### config.mk
export PLATFORM = sky130hd
export DESIGN_NAME = tmds_encoder_mc
export DESIGN_NICKNAME = d
export VERILOG_FILES = /design/src/rtl/tmds_encoder_mc.sv
export SDC_FILE = /design/constraint.sdc
export NUM_CORES = 1
export LEC_CHECK = 0
export ABC_AREA = 1
export BUFFER_PORTS_ARGS = -buffer_cell sky130_fd_sc_hd__clkbuf_2
export CAP_MARGIN = 20
export CORE_MARGIN = 5
export CORE_UTILIZATION = 53
export DETAILED_ROUTE_END_ITERATION = 8
export PLACE_DENSITY = 0.73
export SLEW_MARGIN = 20
export SYNTH_ARGS = -nofsm -noshare
export SYNTH_HDL_FRONTEND = slang
export SYNTH_SLANG_ARGS = --single-unit
### constraint.sdc
create_clock -name pi_clk -period 12.7 [get_ports pi_clk]
set_input_delay 2.54 -clock pi_clk [delete_from_list [all_inputs] [get_ports pi_clk]]
set_output_delay 2.54 -clock pi_clk [all_outputs]
set_load 0.005 [all_outputs]
### src/rtl/tmds_encoder_mc.sv
// Multi-lane two-stage TMDS/HDMI encoder: control, video, guard-band and TERC4 modes
// with a per-lane running-disparity counter.
module tmds_encoder_mc #(
    parameter int unsigned NUM_CH = 3,
    parameter int unsigned DISP_W = 5
) (
    input  logic                       pi_clk,
    input  logic                       pi_rst,
    input  logic                       pi_ce,
    input  logic [2:0]                 pi_mode,
    input  logic [NUM_CH*8-1:0]        pi_data,
    input  logic [NUM_CH*2-1:0]        pi_control,
    input  logic [NUM_CH*4-1:0]        pi_terc4,
    output logic [NUM_CH*10-1:0]       po_data,
    output logic                       po_valid,
    output logic [NUM_CH*DISP_W-1:0]   po_disparity
);

    if (DISP_W < 5) begin : g_disp_w_chk
        $error("tmds_encoder_mc: DISP_W must be at least 5");
    end

    typedef enum logic [2:0] {
        ModeCtrl  = 3'd0,
        ModeVideo = 3'd1,
        ModeVgb   = 3'd2,
        ModeTerc4 = 3'd3,
        ModeDigb  = 3'd4
    } mode_e;

    typedef logic signed [DISP_W+1:0] acc_t;
    localparam acc_t Zero  = acc_t'(0);
    localparam acc_t Two   = acc_t'(2);
    localparam acc_t Eight = acc_t'(8);

    localparam logic [9:0] GuardA = 10'b1011001100;
    localparam logic [9:0] GuardB = 10'b0100110011;

    function automatic logic [3:0] popcnt8(input logic [7:0] v);
        logic [3:0] n;
        n = 4'd0;
        for (int i = 0; i < 8; i++) n = n + {3'd0, v[i]};
        return n;
    endfunction

    function automatic logic [9:0] terc4_code(input logic [3:0] n);
        logic [9:0] c;
        case (n)
            4'h0: c = 10'b1010011100;  4'h1: c = 10'b1001100011;
            4'h2: c = 10'b1011100100;  4'h3: c = 10'b1011100010;
            4'h4: c = 10'b0101110001;  4'h5: c = 10'b0100011110;
            4'h6: c = 10'b0110001110;  4'h7: c = 10'b0100111100;
            4'h8: c = 10'b1011001100;  4'h9: c = 10'b0100111001;
            4'hA: c = 10'b0110011100;  4'hB: c = 10'b1011000110;
            4'hC: c = 10'b1010001110;  4'hD: c = 10'b1001110001;
            4'hE: c = 10'b0101100011;  default: c = 10'b1011000011;
        endcase
        return c;
    endfunction

    function automatic logic [9:0] ctrl_code(input logic [1:0] c);
        logic [9:0] r;
        case (c)
            2'b00:   r = 10'b1101010100;
            2'b01:   r = 10'b0010101011;
            2'b10:   r = 10'b0101010100;
            default: r = 10'b1010101011;
        endcase
        return r;
    endfunction

    // Stage 1 state
    mode_e                          mode_q, mode_d;
    logic [NUM_CH-1:0][8:0]         qm_q, qm_d;
    logic [NUM_CH-1:0][3:0]         n1_q, n1_d;
    logic [NUM_CH-1:0][9:0]         code_q, code_d;
    logic                           valid1_q, valid1_d;
    // Stage 2 state
    logic [NUM_CH-1:0][9:0]         data_q, data_d;
    logic [NUM_CH-1:0][DISP_W-1:0]  disp_q, disp_d;
    logic                           valid2_q, valid2_d;

    always_comb begin
        logic [7:0] d;
        logic [7:0] qm;
        logic       use_xnor;
        mode_d   = (pi_mode > 3'd4) ? ModeCtrl : mode_e'(pi_mode);
        valid1_d = 1'b1;
        for (int k = 0; k < NUM_CH; k++) begin
            d        = pi_data[k*8 +: 8];
            use_xnor = (popcnt8(d) > 4'd4) || ((popcnt8(d) == 4'd4) && !d[0]);
            qm[0]    = d[0];
            for (int i = 1; i < 8; i++) begin
                qm[i] = use_xnor ? ~(qm[i-1] ^ d[i]) : (qm[i-1] ^ d[i]);
            end
            qm_d[k] = {~use_xnor, qm};
            n1_d[k] = popcnt8(qm);
            case (mode_d)
                ModeCtrl:  code_d[k] = ctrl_code(pi_control[k*2 +: 2]);
                ModeVgb:   code_d[k] = (k % 3 == 1) ? GuardB : GuardA;
                ModeTerc4: code_d[k] = terc4_code(pi_terc4[k*4 +: 4]);
                ModeDigb:  code_d[k] = (k % 3 == 0) ? terc4_code(pi_terc4[k*4 +: 4]) : GuardB;
                default:   code_d[k] = 10'd0;
            endcase
        end
    end

    always_comb begin
        acc_t       cnt;
        acc_t       bal;
        acc_t       nxt;
        logic       q8;
        logic [7:0] qm;
        valid2_d = valid1_q;
        for (int k = 0; k < NUM_CH; k++) begin
            q8  = qm_q[k][8];
            qm  = qm_q[k][7:0];
            cnt = acc_t'(signed'(disp_q[k]));
            bal = (acc_t'(n1_q[k]) <<< 1) - Eight;  // N1 - N0
            nxt = Zero;
            data_d[k] = code_q[k];
            if (mode_q == ModeVideo) begin
                if ((cnt == Zero) || (n1_q[k] == 4'd4)) begin
                    data_d[k] = {~q8, q8, (q8 ? qm : ~qm)};
                    nxt       = q8 ? (cnt + bal) : (cnt - bal);
                end else if (((cnt > Zero) && (n1_q[k] > 4'd4)) ||
                             ((cnt < Zero) && (n1_q[k] < 4'd4))) begin
                    data_d[k] = {1'b1, q8, ~qm};
                    nxt       = cnt + (q8 ? Two : Zero) - bal;
                end else begin
                    data_d[k] = {1'b0, q8, qm};
                    nxt       = cnt - (q8 ? Zero : Two) + bal;
                end
            end
            disp_d[k] = nxt[DISP_W-1:0];
        end
    end

    always_ff @(posedge pi_clk) begin
        if (pi_rst) begin
            mode_q   <= ModeCtrl;
            qm_q     <= '0;
            n1_q     <= '0;
            code_q   <= '0;
            valid1_q <= 1'b0;
            data_q   <= '0;
            disp_q   <= '0;
            valid2_q <= 1'b0;
        end else if (pi_ce) begin
            mode_q   <= mode_d;
            qm_q     <= qm_d;
            n1_q     <= n1_d;
            code_q   <= code_d;
            valid1_q <= valid1_d;
            data_q   <= data_d;
            disp_q   <= disp_d;
            valid2_q <= valid2_d;
        end
    end

    assign po_data      = data_q;
    assign po_valid     = valid2_q;
    assign po_disparity = disp_q;

endmodule

==> results of run 1 <==
[sequential cells by signal (all words and copies together), names as in the netlist]
name,flops
qm_q,27
n1_q,12
po_data,30
code_q,30
po_valid,1
mode_q,3
valid1_q,1
po_disparity,12
[path summary, 6_finish.rpt]
check             slack, ps         from  cells after the start               end
setup / recovery       4970  pi_data[16]                     24          n1_q[10]
hold / removal          470    code_q[3]                      2         code_q[3]
setup reg to reg      10100     qm_q[26]                      8  po_disparity[13]
hold reg to reg         470    code_q[3]                      2         code_q[3]
[power groups by stage]
stage          Sequential (uW)  Clock, uW  Combinational (uW)
3_3_place_gp               444          0                 936
5_1_grt                    443        494                1160
3_5_place_dp               445          0                 981
2_1_floorplan              435          0                 769
6_report                   437        470                 986
4_1_cts                    437        477                 994
[area by class of cell]
class                      count  share of cell area [%]
clock buffer                  17                    3.86
inverter                     246                    8.38
sequential                   116                    21.1
multi-input combinational   1060                    58.2
tap                          234                    2.65
clock inverter                15                    1.43
timing repair buffer          94                    4.38
[layout by cell type, fill, tap and decap left out, types with 2 or more instances in the layout]
cell type and instances:
a21oi_1 144, and2_1 2, buf_4 5, bufinv_16 2, clkbuf_16 17, clkbuf_2 88, clkinv_1 3, clkinv_2 4
clkinv_4 4, clkinvlp_4 4, conb_1 3, dfxtp_1 116, fa_1 39, ha_1 97, inv_1 240, inv_2 2
inv_6 2, nand2_1 404, nand2_2 6, nand3_1 137, nand3b_1 12, nand4_1 3, nor2_1 36, o211ai_1 20
o21a_1 25, o21ai_0 77, o21ai_1 3, o31ai_1 4, or2_2 3, xnor2_1 16, xor2_1 16
[kinds of logic (layout without fill, tap and decap cells)]
family	count (synthesis)	count (layout)	synth area share, %
AOI/OAI and AO/OA	278	278	15.5
xor gates and xnor gates	34	34	3.23
adders and majority gates	136	136	20.2
buffers and inverters	297	372	11.6
DFF	116	116	23.5
other	1	3	0.0380
and+or+nand+nor	609	609	26.0
[stage by stage]
step | worst slack, ps | utilization [%] | total power, uW | instance area [um2]
6_report | 4970 | 59.6 | 1890 | 11000
5_1_grt | 4660 | 59.6 | 2100 | 11000
4_1_cts | 4940 | 59.6 | 1910 | 11000
2_1_floorplan | 4920 | - | 1200 | 9890
3_3_place_gp | 4690 | 56.4 | 1380 | 10400
3_5_place_dp | 4490 | 56.4 | 1430 | 10400
[routing by layer]
layer	wire length, um	global-route usage, %	vias to the layer above
met5	0	0	-
met4	579	7.53	0
met3	1020	3.63	37
met2	11700	39.6	195
met1	11100	29.7	4348
li1	-	-	4824
[worst reg2reg max path: cells and delay by family, from the launching register on]
family                   cells  cell delay [ps]
adder cells (fa/ha/maj)      2             1090
buffers and inverters        2              410
flip-flops                   1              400
AO/OA/AOI/OAI                2              340
XOR/XNOR                     1              170
AND/OR/NAND/NOR              1              100
==> results by group, run 1 <==
Outcome
  • Status: finished, final reports clean

Clock network
  • Postcts setup bufs: 0
  • Total CTS buffers: 17
  • CTS tree: built
  • Post_cts resized: 0
  • Clk root buf: clkbuf_16
  • Clock transition at path regs: 60 ps
  • # hold bufs at CTS: 0
  • # H-tree levels: 4
  • Clock sinks: 116
  • Maximum buffer depth of the clock tree: 2
  • Worst-Skew Late Latency: about 420 ps

Power
  • Share of power burned in registers: 23.1%
  • Clk pwr share: 24.8%
  • Sw Share: between 40% and 50%
  • Peak supply drop: 0.134 mV
  • Power per standard cell area: 172 nW/um2
  • Leak: 0.00571 uW
  • Combinational share of power: a little over half
  • Internal power: around 1100 uW
  • Switching power: 804 uW

STA
  • Fin crit share: 60.9%
  • Final setup fails: 0
  • Final Hold Fails: 0
  • Slew @ Worst Pin: 989 ps
  • Max Slew Vio Count: 0
  • Worst slew margin: between 30 and 40%
  • Final hold slack: ~470 ps
  • Unrepaired setup endpoints after global routing: false
  • Max Clk Rate: 129 MHz
  • Setup TNS: 0 ps
  • Final Critical Period: 7730 ps
  • Clk_skew: 6.99 ps

Worst setup path
  • CP max-delay cell: fa_1
  • Critical Path Start Type: primary input
  • Worst endpoint required time: 13010 ps
  • Worst stage delay on the critical path: around 570 ps
  • CP most frequent cell: fa_1
  • Top delay family on crit path: adder cells
  • Crit path max fanout: 5
  • Kind of critical path: in2reg
  • Worst Path Buf+Inv: 7
  • Worst-path cell chain: clkbuf_2 > inv_1 > fa_1 > fa_1 > fa_1 > inv_1 > ha_1 > fa_1 > nor2_1 > nand2_1 > nand2_1 > nand2_1 > xor2_1 > inv_1 > fa_1 > fa_1 > fa_1 > inv_1 > ha_1 > inv_1 > fa_1 > xnor2_1 > o21ai_0 > inv_1
  • CP endpoint kind: register
  • CP Data Arrival Time: 8040 ps

Global route
  • Global-route wire length before repair: approximately 42 mm
  • Largest net degree at the start of global routing: 90
  • Vias in the first global route: 9063
  • Remaining global-route overflow: 0
  • Initial antenna violation count: 0
  • GR Util All Layers: 23.1%

Placement
  • Buffers on Ports: 90
  • Gp weighted congestion: a little under 0.9
  • Dpl hpwl: 18.4 mm
  • Dpl cells: 1750

Final layout
  • Area of the multi-input gates: 6420 um2
  • Syn-to-layout area delta: 11.6%
  • ANT cells: 0
  • Final #Nets: 1719
  • Layout cells sized above 1: 9.17%
  • Sequential cell area: about 2300 um2
  • Final Non-Filler Cells: roughly 1800
  • Fillers: 1770

Logic synthesis
  • #FFs+latches synth: between 100 and 150
  • Synth Flop Type: dfxtp_1
  • Ys async rst share: 0%
  • Synth area leader: dfxtp_1
  • Number of library cell types mapped by synthesis: 40
  • Post-Synthesis Cells: roughly 1500
  • Sequential share of the synthesized area: between 20% and 30%
  • Post-synth top cells: 404 x nand2_1, 241 x inv_1, 144 x a21oi_1
  • Syn Area/Cell: 6.72 um2
  • YS warnings: 0
  • Count leader, synth: nand2_1
  • Top cell type's share of synthesized area: 23.5%
  • Top cells by area, synth: dfxtp_1 24%, nand2_1 15%, ha_1 12%, inv_1 9.2%, fa_1 7.9%
  • Synth Cell Area: 9880 um2
  • Number of synthesized flops with an enable pin: 0

Floorplanning
  • Cell Rows: 50
  • Die Wd: ~150 um
  • IO Pins: 94
  • Die height: 147 um
  • Core area: 18500 um2
  • Initial Utilization: 53.4%
  • Die area: 21500 um2

Route
  • Pre-antenna DRT Iters: 5
  • WL final: about 24 mm
  • Via/cell ratio: between 5 and 6
  • Final antenna-violating net count: 0
  • DR vias: 9404
  • Drt drc: 0
  • Routed len/inst: around 14 um
  • DR iter-0 viols: 633

Min path
  • Min-Delay Path Class: reg2reg

Run
  • Max-cap violation count: 0
Power figures use the tool's default switching activity.
==> run 2: changes to the inputs <==
- PLACE_DENSITY: 0.73 -> 0.75
- clock period: 12.7 -> 6.3 ns (I/O delays scaled with it)
==> run 2 against run 1 <==
Effect of this change:
- hold slack worse by 2.3 ps
- non-clock buffer count is 39 higher
- largest cell class unchanged
- total power is 120% higher
- critical endpoint unchanged
- critical path type unchanged
- sequential share of layout area is 0.81 points lower
- clock power is 110% higher
- sequential power is 100% higher
- first-iteration DRC count is 26% lower
==> results by group, run 2 (synthesis gave the netlist of run 1 again) <==
Clock network
  • # H-tree levels: 4
  • Total CTS buffers: 17
  • # hold bufs at CTS: 0
  • Clock transition at path regs: 60 ps
  • Clock sinks: 116
  • Worst-Skew Late Latency: 430 ps
  • CTS tree: built
  • Maximum buffer depth of the clock tree: 2
  • Clk root buf: clkbuf_16

Run
  • Max-cap violation count: 0

Global route
  • Global-route wire length before repair: 41.6 mm
  • Largest net degree at the start of global routing: 81
  • Initial antenna violation count: 0
  • Remaining global-route overflow: 0
  • Vias in the first global route: 9031
  • GR Util All Layers: 23.0%

STA
  • Final Hold Fails: 0
  • Final hold slack: 463 ps
  • Slew @ Worst Pin: roughly 910 ps
  • Max Clk Rate: about 160 MHz
  • Final setup fails: 0
  • Max Slew Vio Count: 0
  • Clk_skew: 6.08 ps
  • Fin crit share: between 90% and 100%
  • Unrepaired setup endpoints after global routing: true
  • Final Critical Period: 6220 ps
  • Worst slew margin: 39.5%

Placement
  • Dpl cells: between 1500 and 2000
  • Gp weighted congestion: around 0.9
  • Buffers on Ports: 90
  • Dpl hpwl: 18.5 mm

Power
  • Leak: 0.00593 uW
  • Peak supply drop: 0.254 mV
  • Power per standard cell area: 357 nW/um2

Final layout
  • Commonest non-fill, non-tap cells in the layout: 401 x nand2_1, 231 x inv_1, 143 x a21oi_1
  • Sequential cell area: 2320 um2
  • Syn-to-layout area delta: 16.1%
  • Fillers: around 1700
  • Area of the multi-input gates: 6510 um2
  • Commonest non-fill, non-tap cell in the layout: nand2_1
  • ANT cells: 0
  • Layout cells sized above 1: a little over an eighth
  • Final Non-Filler Cells: 1820
  • Final #Nets: 1758

Route
  • DR vias: around 9600
  • Drt drc: 0
  • DR iter-0 viols: roughly 470
  • WL final: 24.6 mm
  • Routed len/inst: roughly 14 um
  • Final antenna-violating net count: 0
  • Pre-antenna DRT Iters: 5
  • Via/cell ratio: 5.25

Worst setup path
  • CP endpoint kind: register
  • R2r endpoint: po_disparity[3]
  • Reg2reg start: qm_q[8]
  • Cell depth of the worst flop-to-flop path: 8
  • Crit path max fanout: 4
  • Setup slack, reg-to-reg: 3730 ps
  • CP Data Arrival Time: approximately 6500 ps
  • Critical Path Start Type: primary input
  • Worst endpoint required time: 6610 ps
  • Kind of critical path: in2reg

Floorplanning
  • Die area: 21500 um2
  • Die height: 147 um
  • Die Wd: 147 um
  • IO Pins: 94
  • Initial Utilization: 53.4%
  • Cell Rows: 50
  • Core area: 18500 um2

Min path
  • Hold Path Sink: po_data[1]
  • Hold Crit Depth: 2
  • Hold Path Origin: po_data[1]
  • Min-Delay Path Class: reg2reg

Outcome
  • Status: finished, final reports clean
[run 2: changes by cell type in the layout (fill, tap and decap cells not counted), moves of 4 or more]
| cell | change |
|---|---|
| buf_4 | +39 |
| clkbuf_8 | +5 |
| clkinv_4 | -4 |
| fa_1 | -4 |
| fa_2 | +4 |
| ha_1 | -6 |
| ha_2 | +5 |
| inv_1 | -9 |
| inv_2 | +8 |
[run 2: power breakdown]
part | switching (uW) | internal (uW)
sequential | 65.9 | 817
combinational | 1260 | 935
clock | 340 | 668
[run 2: repair_timing]
action / 4_1_cts / 5_1_grt
hold endpoints to repair: 0 / 0
pin swaps: 3 / 15
gates cloned: 0 / 0
endpoints found under the setup margin: 2 / 6
resized for setup: 1 / 18
setup buffers: 2 / 5
[run 2: layer usage]
layer  vias up  share of wire (%)  track usage [%]
li1       4888                  -                -
met1      4392                 44             29.3
met2       223                 49             39.3
met3        51                4.6             4.38
met4         0                2.6             7.90
met5         -                  0                0
[run 2: how the worst max path moves through the flow]
stage                      startpoint       end  slack (ps)  cells past startpoint
final                     pi_data[16]  n1_q[10]          80                     24
after global routing      pi_data[16]  n1_q[10]        -130                     24
after CTS                 pi_data[16]  n1_q[10]          30                     27
after detailed placement  pi_data[16]  n1_q[10]        -480                     24
after global placement    pi_data[16]  n1_q[10]        -280                     24
after floorplan           pi_data[16]  n1_q[10]         -80                     23
[run 2: cell type report]
type	instances	share of cell area [%]
flip-flops and latches	116	20.2
well taps	234	2.55
clock inverters	9	1.09
inverters	246	8.10
clock buffers	22	4.31
repair buffers	133	6.91
multi-input cells	1060	56.8
[run 2: per-stage QoR]
step	instance area [um2]	setup TNS [ps]	total power, uW	util, %	setup slack [ps]
after floorplan	9930	-247	2460	-	-77.8
after global placement	10700	-1190	2890	57.9	-284
after detailed placement	10700	-2490	2990	57.9	-483
after CTS	11400	0	4030	61.4	27.1
after global routing	11500	-354	4470	61.9	-130
final	11500	0	4090	61.9	84.3
[run 2: worst max-delay path, stage by stage]
cell and delay (ps):
buf_8 80, clkinvlp_4 80, fa_1 530, fa_1 430, fa_1 510, inv_2 50
ha_4 150, fa_2 520, nor2_2 40, nand2_1 60, nand2_2 70, nand2_4 110
xor2_2 160, inv_1 80, fa_1 490, fa_1 590, fa_1 410, inv_1 70
ha_2 190, inv_2 40, fa_2 320, xnor2_1 130, o21ai_1 110, inv_1 50
